**src/rtl/sort_pkg.sv**
```systemverilog
// sort_pkg: shared state encoding and default frame parameters for the sort sequencer
package sort_pkg;
  typedef enum logic [1:0] {
    LOAD  = 2'd0,
    SORT  = 2'd1,
    DRAIN = 2'd2
  } state_t;
  localparam int N_DEF = 8;
  localparam int W_DEF = 4;
endpackage

```
**src/rtl/mag_cmp4.sv**
```systemverilog
// mag_cmp4: combinational 4-bit unsigned magnitude comparator
module mag_cmp4 (
  input  logic [3:0] a,
  input  logic [3:0] b,
  output logic       gt,
  output logic       lt,
  output logic       eq
);
  assign gt = a > b;
  assign lt = a < b;
  assign eq = a == b;
endmodule

```
**src/rtl/sort4_sequencer.sv**
```systemverilog
// sort4_sequencer: loads a frame, bubble-sorts it through one shared comparator, streams it out
module sort4_sequencer
  import sort_pkg::*;
#(
  parameter int N = N_DEF,
  parameter int W = W_DEF
) (
  input  logic         Clk,
  input  logic         Reset,
  input  logic         in_valid,
  input  logic [W-1:0] in_data,
  output logic         in_ready,
  output logic         out_valid,
  output logic [W-1:0] out_data,
  input  logic         out_ready,
  output logic         busy,
  output logic [7:0]   swap_cnt,
  output logic         done
);
  localparam int PW = $clog2(N);
  state_t         state;
  logic [W-1:0]   buf_q [N];
  logic [PW-1:0]  wr_ptr, rd_ptr, idx, idx_n, pass;
  logic           swapped;
  logic [W-1:0]   cmp_a, cmp_b;
  logic           gt, lt, eq;
  assign idx_n     = idx + 1'b1;
  assign cmp_a     = buf_q[idx];
  assign cmp_b     = buf_q[idx_n];
  assign in_ready  = state == LOAD;
  assign busy      = state == SORT;
  assign out_valid = state == DRAIN;
  assign out_data  = (state == DRAIN) ? buf_q[rd_ptr] : '0;
  assign done      = (state == DRAIN) && out_ready && (rd_ptr == PW'(N - 1));
  mag_cmp4 u_cmp (
    .a  (cmp_a),
    .b  (cmp_b),
    .gt (gt),
    .lt (lt),
    .eq (eq)
  );
  assert property (@(posedge Clk) disable iff (Reset) $onehot({gt, lt, eq}));
  always_ff @(posedge Clk) begin
    if (Reset) begin
      state    <= LOAD;
      wr_ptr   <= '0;
      rd_ptr   <= '0;
      idx      <= '0;
      pass     <= '0;
      swapped  <= 1'b0;
      swap_cnt <= '0;
      for (int i = 0; i < N; i++) buf_q[i] <= '0;
    end else begin
      case (state)
        LOAD: if (in_valid) begin
          buf_q[wr_ptr] <= in_data;
          wr_ptr        <= wr_ptr + 1'b1;
          if (wr_ptr == PW'(N - 1)) begin
            state    <= SORT;
            wr_ptr   <= '0;
            idx      <= '0;
            pass     <= '0;
            swapped  <= 1'b0;
            swap_cnt <= '0;
          end
        end
        SORT: begin
          if (gt) begin
            buf_q[idx]   <= cmp_b;
            buf_q[idx_n] <= cmp_a;
            swap_cnt     <= (swap_cnt == 8'hff) ? swap_cnt : swap_cnt + 8'd1;
          end
          if (idx == PW'(N - 2)) begin
            // a clean pass, or N-1 passes, guarantees the frame is ordered
            if (!(swapped || gt) || pass == PW'(N - 2)) state <= DRAIN;
            else pass <= pass + 1'b1;
            swapped <= 1'b0;
            idx     <= '0;
          end else begin
            idx     <= idx_n;
            swapped <= swapped | gt;
          end
        end
        DRAIN: if (out_ready) begin
          rd_ptr <= rd_ptr + 1'b1;
          if (rd_ptr == PW'(N - 1)) begin
            state  <= LOAD;
            rd_ptr <= '0;
          end
        end
        default: state <= LOAD;
      endcase
    end
  end
endmodule

```
**config.mk**
```make
export PLATFORM = sky130hd
export DESIGN_NAME = sort4_sequencer
export DESIGN_NICKNAME = d
export VERILOG_FILES = /design/src/rtl/sort_pkg.sv /design/src/rtl/mag_cmp4.sv /design/src/rtl/sort4_sequencer.sv
export SDC_FILE = /design/constraint.sdc
export NUM_CORES = 1
export LEC_CHECK = 0
export CAP_MARGIN = 25
export CELL_PAD_IN_SITES_DETAIL_PLACEMENT = 1
export CELL_PAD_IN_SITES_GLOBAL_PLACEMENT = 2
export CORE_MARGIN = 4
export CORE_UTILIZATION = 40
export CTS_CLUSTER_SIZE = 12
export DETAILED_ROUTE_END_ITERATION = 8
export PLACE_DENSITY = 0.93
export SYNTH_ARGS = -nofsm -noshare
export SYNTH_HDL_FRONTEND = slang
export SYNTH_HIERARCHICAL = 1
export SYNTH_SLANG_ARGS = --single-unit
```
**constraint.sdc**
```tcl
create_clock -name Clk -period 6.75 [get_ports Clk]
set_input_delay 1.0125 -clock Clk [delete_from_list [all_inputs] [get_ports Clk]]
set_output_delay 1.0125 -clock Clk [all_outputs]
set_load 0.005 [all_outputs]
```
==> impl_results.md, run 1 <==
* Outcome: finished, final reports clean
* CTS resizes at 0
* Buf+Inv Stages, Crit Path at 4
* Critical path arrival at 5.17 ns
* Met1 WL at 5.02 mm
* Largest net degree at the start of global routing at 26
* Avg WL per Cell at 22.4 um
* Layout cell share with drive strength beyond 1 at 0.160
* Setup TNS at 0 ns
* Final Hold Vio Count at 0
* RSZ-0062 raised after global routing: false
* Total global-route track usage at 0.217
* Worst EP required at 6.80 ns
* Syn_nets at 397
* Worst Setup End Kind: flop
* Total wire length at 11.9 mm
* Nets at 416
* HP Start: rd_ptr[1]$_SDFFE_PP0P_
* ANT nets after route at 0
* # rows at 35
* CTS Buffer Depth at 2
* Core ar. at 9370 um^2
* Via density at 6.08
* Top delay family on crit path: simple AND/OR/NAND/NOR gates
* Max-cap check violation count at 0
* GR Overflow Total at 0
* Vias in the first global route at 3303
* PD cells at 183 nW/um^2
* Total CTS buffers at 9
* DR pass1 iterations at 4
* Reg-to-reg startpoint: idx[0]$_SDFFE_PP0N_
* DR iter-0 viols at 192
* CP Class: reg -> reg
* Hold path depth at 2
* First-pass GRT wire length at 18.9 mm
* Maximum VDD drop at 0.0699 mV
* CTS Sinks at 61
* Tmin final at 5.12 ns
* Pins Over Slew Limit at 0
* Antenna violations before repair at 0
* Initial core utilization at 0.415
* Critical-path cell list: buf_8 -> inv_2 -> ha_1 -> inv_2 -> mux4_2 -> inv_1 -> ha_1 -> nand2_1 -> o21bai_4 -> a21oi_2 -> nand4bb_1 -> nor4_1 -> nor2_1 -> nand2_1
* Period utilisation layout at 0.758
* Hold-fix buffers, CTS at 0
* Final Power at 810 uW
* Cell Area, Synth at 3890 um^2
* H-tree level count at 3
* Mapped Cells at 376
* Crit path max-delay cell type: nor4_1
* Die ar. at 11400 um^2
* I/O pin count at 24
* Leak at 0.00145 uW
* DP Cell Count at 512
* R2R Path End: buf_q[3][1]$_DFFE_PP_
* Met3 routed WL at 597 um
* Max Freq at 0.195 GHz
* Clock slew at the register clock pins of the worst setup and hold paths at 0.08 ns
* Vias at 3218
* Met2 wire len at 5.88 mm
* CTS tree: built
* GP Congestion at 0.910
* Commonest non-fill, non-tap cell in the layout: nand2_1
* Root Driver: clkbuf_8
* Final Skew at 0.00918 ns
* FF-to-FF path depth at 14
* Post-Layout Cell Count at 529
* IO Port Bufs at 23
* Worst slew margin relative to its limit at 0.302
* N_diodes at 0
* Die H at 107 um
* Die Wd at 107 um
* Post-CTS setup buffers at 0
* Worst-skew pair later-pin latency at 0.35 ns
* Critical Path Max Stage Delay at 0.94 ns
* Yosys Warn Count at 6
* Synth-to-layout area growth at 13.9%
* DP HPWL at 9.00 mm
* Residual DRC at 0
* Syn avg cell area at 10.3 um^2
* Final setup viols at 0
* Top sig layer: met4
* Least-Margin Pin Slew at 1.04 ns
* Register-to-register setup slack at 1.63 ns
* Critical Path Start Type: flop
* Max FO, Critical Path at 13
* Min-Delay Path Class: reg -> reg
* Most frequent cells in the layout: nand2_1, edfxtp_1, o21ai_1, dfxtp_1
-- power by group --
group / switching [uW] / leakage [uW] / internal, uW
sequential: 11.8 / 0.000565 / 399
clock: 156 / 0.000101 / 165
combinational: 45.4 / 0.000779 / 32.1
total: 213 / 0.00145 / 596
-- registers in the layout, summed over array words and instances, names as in the netlist, named ones only --
| signal | cells |
|---|---|
| buf_q | 32 |
| idx | 3 |
| rd_ptr | 3 |
| swap_cnt | 8 |
| pass | 3 |
| swapped | 1 |
| wr_ptr | 3 |
| state | 2 |
-- how the worst max path moves through the flow --
stage | startpoint | to | slack (ns) | cells after the start
2_1_floorplan | idx[0]$_SDFFE_PP0N_ | buf_q[0][0]$_DFFE_PP_ | 2.41 | 17
3_3_place_gp | idx[0]$_SDFFE_PP0N_ | buf_q[5][2]$_DFFE_PP_ | 1.68 | 13
3_5_place_dp | idx[0]$_SDFFE_PP0N_ | buf_q[3][3]$_DFFE_PP_ | 1.39 | 13
4_1_cts | idx[0]$_SDFFE_PP0N_ | buf_q[3][3]$_DFFE_PP_ | 1.41 | 13
5_1_grt | idx[0]$_SDFFE_PP0N_ | buf_q[3][2]$_DFFE_PP_ | 1.28 | 13
6_report | idx[0]$_SDFFE_PP0N_ | buf_q[3][1]$_DFFE_PP_ | 1.63 | 14
-- tightest hold or removal path, cell delays in order, from the launching register on --
cell and delay (ns):
dfxtp_1 0.32, nand2_1 0.05, a21oi_1 0.07
-- metrics by stage --
| step | util | setup WS (ns) | cell area, um^2 | hold slack [ns] |
|---|---|---|---|---|
| 2_1_floorplan | - | 2.41 | 3890 | 0.452 |
| 3_3_place_gp | 0.451 | 1.68 | 4220 | 0.471 |
| 3_5_place_dp | 0.451 | 1.39 | 4220 | 0.485 |
| 4_1_cts | 0.471 | 1.41 | 4420 | 0.496 |
| 5_1_grt | 0.473 | 1.28 | 4430 | 0.531 |
| 6_report | 0.473 | 1.63 | 4430 | 0.486 |
-- area by class of cell --
class / instances / area (um^2)
Sequential cell: 61 / 1540
Clock buffer: 11 / 163
Fill cell: 1056 / 4940
Clock inverter: 5 / 30.0
Timing Repair Buffer: 26 / 260
Tap cell: 129 / 161
Inverter: 17 / 63.8
Multi-Input combinational cell: 280 / 2210
-- layer usage --
layer,vias up,GRT usage
li1,1471,-
met5,-,0
met3,25,0.0367
met2,108,0.364
met1,1614,0.278
met4,0,0.0868
(Power assumes the default switching activity.)
==> run 2, diff against run 1 <==
Settings changed: CORE_UTILIZATION 40 to 39, PLACE_DENSITY 0.93 to 0.91.
Clock period 6.75 ns to 4.9 ns, I/O delays scaled along.
==> run 2 against run 1 <==
Effect of this change:
- critical path depth fell by 1
- clock skew rose by 0.0011 ns
- count of clock-buffer cells in the layout rose by 2
- routed wire length fell by 4.3%
- sequential share of layout area fell by 0.53 points
- fmax rose by 14%
- core utilization fell by 1.0 points
- sequential power rose by 37%
- die area rose by 2.4%
- largest power group unchanged
==> impl_results.md, run 2 (synthesized netlist as in run 1, its figures left out) <==
* Outcome: finished, final reports clean (unchanged)
* Top reg by flops: buf_q (unchanged)
* DP HPWL at 8.61 mm (was 9.00 mm)
* Critical path arrival at 4.54 ns (was 5.17 ns)
* Max-cap check violation count at 0 (unchanged)
* Leak at 0.00149 uW (was 0.00145 uW)
* Final setup viols at 0 (unchanged)
* Avg WL per Cell at 21.0 um (was 22.4 um)
* IO Port Bufs at 23 (unchanged)
* Pins Over Slew Limit at 0 (unchanged)
* Vias in the first global route at 3429 (was 3303)
* I/O pin count at 24 (unchanged)
* Critical Path Start Type: flop (unchanged)
* M1 GR Usage at 0.269 (was 0.278)
* Worst EP required at 4.95 ns (was 6.80 ns)
* Die ar. at 11600 um^2 (was 11400 um^2)
* Vias at 3251 (was 3218)
* GR Overflow Total at 0 (unchanged)
* Setup TNS at 0 ns (unchanged)
* DR iter-0 viols at 274 (was 192)
* Total wire length at 11.3 mm (was 11.9 mm)
* CTS tree: built (unchanged)
* Comb pwr share at 0.093 (was 0.096)
* First-pass GRT wire length at 18.7 mm (was 18.9 mm)
* CTS Buffer Depth at 2 (unchanged)
* Register-to-register setup slack at 0.42 ns (was 1.63 ns)
* Biggest regs: buf_q: 32 flops, swap_cnt: 8 flops (unchanged)
* Layout cell share with drive strength beyond 1 at 0.170 (was 0.160)
* Int Pwr at 877 uW (was 596 uW)
* CP Class: reg -> reg (unchanged)
* Max FO, Critical Path at 8 (was 13)
* Via density at 6.02 (was 6.08)
* Die Wd at 108 um (was 107 um)
* Most frequent cells in the layout: nand2_1, edfxtp_1, o21ai_1, dfxtp_1 (unchanged)
* Min-Delay Path Class: reg -> reg (unchanged)
* Core ar. at 9730 um^2 (was 9370 um^2)
* # rows at 36 (was 35)
* Clk pwr share at 0.422 (was 0.396)
* Final Hold Vio Count at 0 (unchanged)
* Flop pwr share at 0.485 (was 0.508)
* Post-CTS setup buffers at 0 (unchanged)
* Initial core utilization at 0.400 (was 0.415)
* GP Congestion at 0.884 (was 0.910)
* PD cells at 259 nW/um^2 (was 183 nW/um^2)
* Synth-to-layout area growth at 15.7% (was 13.9%)
* CTS Sinks at 61 (unchanged)
* Commonest non-fill, non-tap cell in the layout: nand2_1 (unchanged)
* Net Switching at 289 uW (was 213 uW)
* Global-route layer with the greatest usage: met2 (unchanged)
* Total global-route track usage at 0.210 (was 0.217)
* Period utilisation layout at 0.915 (was 0.758)
* Max Freq at 0.223 GHz (was 0.195 GHz)
* Root Driver: clkbuf_8 (unchanged)
* CTS resizes at 0 (unchanged)
* DR pass1 iterations at 4 (unchanged)
* Met3 Track Usage GR at 0.0324 (was 0.0367)
* Worst-skew pair later-pin latency at 0.36 ns (was 0.35 ns)
* Worst Setup End Kind: flop (unchanged)
* Final Power at 1170 uW (was 810 uW)
* Max reg flops at 32 (unchanged)
* Tmin final at 4.48 ns (was 5.12 ns)
* Routing usage on met2 at 0.353 (was 0.364)
* RSZ-0062 raised after global routing: false (unchanged)
* Nets at 423 (was 416)
* Sw frac at 0.248 (was 0.264)
* Final Skew at 0.0103 ns (was 0.00918 ns)
* N_diodes at 0 (unchanged)
* Worst slew margin relative to its limit at 0.417 (was 0.302)
* Hold-fix buffers, CTS at 0 (unchanged)
* Total CTS buffers at 9 (unchanged)
* Die H at 108 um (was 107 um)
* Maximum VDD drop at 0.143 mV (was 0.0699 mV)
* ANT nets after route at 0 (unchanged)
* Antenna violations before repair at 0 (unchanged)
* Residual DRC at 0 (unchanged)
* Largest net degree at the start of global routing at 23 (was 26)
* Clock slew at the register clock pins of the worst setup and hold paths at 0.07 ns (was 0.08 ns)
* H-tree level count at 3 (unchanged)
* Least-Margin Pin Slew at 0.866 ns (was 1.04 ns)
## run 2: cell count changes in the layout (fill, tap and decap cells not counted)
cell        previous run  this run
buf_4                  2        10
buf_8                  1         0
bufinv_16              0         1
clkbuf_1               0         2
clkinv_2               2         1
clkinvlp_4             1         0
inv_4                  2         1
## run 2: path summary, 6_finish.rpt
check                                             from                    end  depth (start not counted)
worst max-delay path               idx[1]$_SDFFE_PP0N_  buf_q[0][3]$_DFFE_PP_                         13
worst min-delay path            rd_ptr[2]$_SDFFE_PP0P_                   flop                          2
worst max register to register     idx[1]$_SDFFE_PP0N_  buf_q[0][3]$_DFFE_PP_                         13
worst min register to register  rd_ptr[2]$_SDFFE_PP0P_                   flop                          2
## run 2: layout make-up
| class | instances | area (um^2) |
|---|---|---|
| well taps | 133 | 166 |
| flip-flops and latches | 61 | 1540 |
| inverters | 17 | 63.8 |
| multi-input cells | 280 | 2210 |
| repair buffers | 33 | 305 |
| clock inverters | 3 | 41.3 |
| clock buffers | 13 | 170 |
| fillers | 1085 | 5230 |
## run 2: critical path, cell delays in order (launching register included)
cell      delay [ns]
dfxtp_1         0.44
ha_1            0.29
xor2_1          0.58
mux4_2          0.38
inv_1           0.06
ha_1            0.28
nand2_1         0.06
o21bai_4        0.17
a21oi_2         0.12
buf_4           0.19
nor4bb_4        0.49
mux2_1          0.36
a32oi_1         0.48
nand2_1         0.27
## run 2: through the flow
stage	cell area, um^2	util	setup slack (ns)	instances	hold slack, ns
6_report	4500	0.463	0.417	540	0.485
5_1_grt	4500	0.463	0.0641	540	0.515
4_1_cts	4500	0.463	0.431	540	0.492
3_5_place_dp	4290	0.441	0.482	524	0.483
3_3_place_gp	4290	0.441	0.548	524	0.472
2_1_floorplan	3890	-	0.564	376	0.452
## run 2: power by group through the flow
stage / sequential (uW) / combinational [uW] / clock [uW]
after global routing: 566 / 118 / 520
after floorplan: 568 / 71.2 / 0
after detailed placement: 575 / 106 / 0
final: 565 / 109 / 492
after global placement: 574 / 104 / 0
after CTS: 564 / 108 / 496
## run 2: metal layers
layer / wire (um) / share of wire / vias up
li1: - / - / 1489
met1: 4880 / 0.43 / 1629
met2: 5600 / 0.49 / 108
met3: 592 / 0.052 / 25
met4: 257 / 0.023 / 0
met5: 0 / 0 / -
==> run 3, diff against run 2 <==
Settings changed: CORE_UTILIZATION 39 to 40, CTS_CLUSTER_SIZE 12 to 16, PLACE_DENSITY 0.91 to 0.93, REMOVE_ABC_BUFFERS from default to 1.
Clock period 4.9 ns to 5.65 ns, I/O delays scaled along.
==> run 3 against run 2 <==
Effect of this change:
- fmax is 6.1% lower
- count of clock-buffer cells in the layout is 1 lower
- combinational power is 15% lower
- total power is 20% lower
- sequential share of layout area is 0.54 points higher
- sequential power is 13% lower
- via count is 0.62% lower
- clock power is 29% lower
- core utilization is 1.0 points higher
- global-route usage is 0.051 points lower
- final area is 1.6% lower
- critical path type unchanged
- largest cell class unchanged
- largest power group unchanged
- highest routed layer unchanged
==> impl_results.md, run 3 (synthesized netlist as in run 1, its figures left out) <==
* ANT nets after route at 0 (unchanged)
* CP Class: reg -> reg (unchanged)
* Total wire length at 11.4 mm (was 11.3 mm)
* Max Freq at 0.210 GHz (was 0.223 GHz)
* Vias at 3231 (was 3251)
* GR Overflow Total at 0 (unchanged)
* Top reg by flops: buf_q (unchanged)
* Critical-path cell list: inv_2 -> ha_1 -> inv_2 -> mux4_2 -> inv_1 -> ha_1 -> nand2_1 -> o21bai_4 -> a21oi_2 -> nand4bb_1 -> nor4_1 -> nor2_1 -> nand2_1 (was ha_1 -> xor2_1 -> mux4_2 -> inv_1 -> ha_1 -> nand2_1 -> o21bai_4 -> a21oi_2 -> buf_4 -> nor4bb_4 -> mux2_1 -> a32oi_1 -> nand2_1)
* Max-cap check violation count at 0 (unchanged)
* # rows at 35 (was 36)
* Setup TNS at 0 ns (unchanged)
* Die Wd at 107 um (was 108 um)
* Final Hold Vio Count at 0 (unchanged)
* GP Congestion at 0.953 (was 0.884)
* Pins Over Slew Limit at 0 (unchanged)
* DR pass1 iterations at 4 (unchanged)
* Worst-skew pair later-pin latency at 0.34 ns (was 0.36 ns)
* Critical Path Max Stage Delay at 0.90 ns (was 0.58 ns)
* Biggest regs: buf_q: 32 flops, swap_cnt: 8 flops (unchanged)
* H-tree level count at 3 (unchanged)
* Crit path max-delay cell type: nor4_1 (was xor2_1)
* PD cells at 211 nW/um^2 (was 259 nW/um^2)
* Tmin final at 4.77 ns (was 4.48 ns)
* CTS Sinks at 61 (unchanged)
* DP HPWL at 8.61 mm (about the same)
* R2R Path End: buf_q[7][2]$_DFFE_PP_ (was buf_q[0][3]$_DFFE_PP_)
* Total global-route track usage at 0.210 (about the same)
* Initial core utilization at 0.415 (was 0.400)
* Vias in the first global route at 3215 (was 3429)
* Total CTS buffers at 9 (unchanged)
* Die ar. at 11400 um^2 (was 11600 um^2)
* Layout cell share with drive strength beyond 1 at 0.163 (was 0.170)
* Outcome: finished, final reports clean (unchanged)
* RSZ-0062 raised after global routing: false (unchanged)
* CTS tree: built (unchanged)
* Most frequent cells in the layout: nand2_1, edfxtp_1, o21ai_1, dfxtp_1 (unchanged)
* Worst EP required at 5.69 ns (was 4.95 ns)
* Register area at 1540 um^2 (unchanged)
* DR iter-0 viols at 225 (was 274)
* Fillers at 1071 (was 1085)
* Period utilisation layout at 0.845 (was 0.915)
* Reg-to-reg startpoint: idx[0]$_SDFFE_PP0N_ (was idx[1]$_SDFFE_PP0N_)
* Buf+Inv Stages, Crit Path at 3 (was 2)
* Commonest non-fill, non-tap cell in the layout: nand2_1 (unchanged)
* Die H at 107 um (was 108 um)
* Avg WL per Cell at 21.3 um (was 21.0 um)
* Largest net degree at the start of global routing at 32 (was 23)
* Register-to-register setup slack at 0.88 ns (was 0.42 ns)
* Worst slew margin relative to its limit at 0.337 (was 0.417)
* Min-Delay Path Class: reg -> reg (unchanged)
* Least-Margin Pin Slew at 0.986 ns (was 0.866 ns)
* Final setup viols at 0 (unchanged)
* Worst Hold End: rd_ptr[1]$_SDFFE_PP0P_
* Hold path depth at 2 (unchanged)
* CTS resizes at 0 (unchanged)
* I/O pin count at 24 (unchanged)
* Root Driver: clkbuf_8 (unchanged)
* First-pass GRT wire length at 18.4 mm (was 18.7 mm)
* Final Skew at 0.0108 ns (was 0.0103 ns)
* Nets at 420 (was 423)
* HP Start: rd_ptr[1]$_SDFFE_PP0P_ (was rd_ptr[2]$_SDFFE_PP0P_)
* Leak at 0.00145 uW (was 0.00149 uW)
* Core ar. at 9370 um^2 (was 9730 um^2)
* FF-to-FF path depth at 13 (unchanged)
* Critical Path Start Type: flop (unchanged)
* Worst Setup End Kind: flop (unchanged)
* Hold-fix buffers, CTS at 0 (unchanged)
* Antenna violations before repair at 0 (unchanged)
* Final setup margin at 0.877 ns (was 0.417 ns)
* Multi-input logic area at 2210 um^2 (unchanged)
* Residual DRC at 0 (unchanged)
* Post-place setup slack at 0.954 ns (was 0.482 ns)
* IO Port Bufs at 23 (unchanged)
* Max reg flops at 32 (unchanged)
* CTS Buffer Depth at 2 (unchanged)
* Critical path arrival at 4.82 ns (was 4.54 ns)
* Clock slew at the register clock pins of the worst setup and hold paths at 0.07 ns (about the same)
* Top delay family on crit path: simple AND/OR/NAND/NOR gates (unchanged)
* Synth-to-layout area growth at 13.9% (was 15.7%)
* Post-CTS setup buffers at 0 (unchanged)
* Max FO, Critical Path at 12 (was 8)
* Via density at 6.06 (was 6.02)
* Maximum VDD drop at 0.0998 mV (was 0.143 mV)
* N_diodes at 0 (unchanged)
==> run 3: changes by cell type in the layout (fill, tap and decap cells not counted) <==
cell	change
buf_4	-3
bufinv_16	-1
clkinv_2	+1
clkinvlp_4	+1
clkbuf_16	-1
==> run 3: worst max-delay path by stage <==
stage / from / end / cells past startpoint
global route: idx[0]$_SDFFE_PP0N_ / buf_q[7][0]$_DFFE_PP_ / 13
finish: idx[0]$_SDFFE_PP0N_ / buf_q[7][2]$_DFFE_PP_ / 13
detailed placement: idx[0]$_SDFFE_PP0N_ / buf_q[7][2]$_DFFE_PP_ / 13
CTS: idx[0]$_SDFFE_PP0N_ / buf_q[7][2]$_DFFE_PP_ / 13
global placement: idx[0]$_SDFFE_PP0N_ / buf_q[6][3]$_DFFE_PP_ / 12
floorplan: idx[0]$_SDFFE_PP0N_ / buf_q[0][0]$_DFFE_PP_ / 12
==> run 3: stage by stage <==
step	util	hold WS (ns)	power [uW]	area (um^2)	std cells
after floorplan	-	0.446	552	3800	358
after global placement	0.455	0.469	589	4260	517
after detailed placement	0.455	0.474	592	4260	517
after CTS	0.473	0.489	935	4430	533
after global routing	0.473	0.523	972	4430	533
final	0.473	0.489	934	4430	533
==> run 3: cell type report <==
type	instances	share of cell area
flip-flops and latches	61	0.348
well taps	129	0.0364
clock buffers	12	0.0328
repair buffers	30	0.0638
multi-input cells	280	0.499
inverters	17	0.0144
clock inverters	4	0.00537
==> run 3: power by group <==
group / switching [uW] / internal, uW
registers: 14.1 / 477
logic: 54.9 / 38.2
clock network: 179 / 170
==> run 3: tightest hold or removal path, cell delays in order (launching register included) <==
cell     delay (ns)
dfxtp_1        0.31
nand2_1        0.05
a21oi_1        0.07
==> run 3: routing by layer <==
layer,part of all wire,GRT usage,vias to the layer above
met2,0.46,0.313,162
met5,0,0,-
met4,0.023,0.0703,0
met1,0.43,0.289,1560
li1,-,-,1483
met3,0.087,0.0662,26
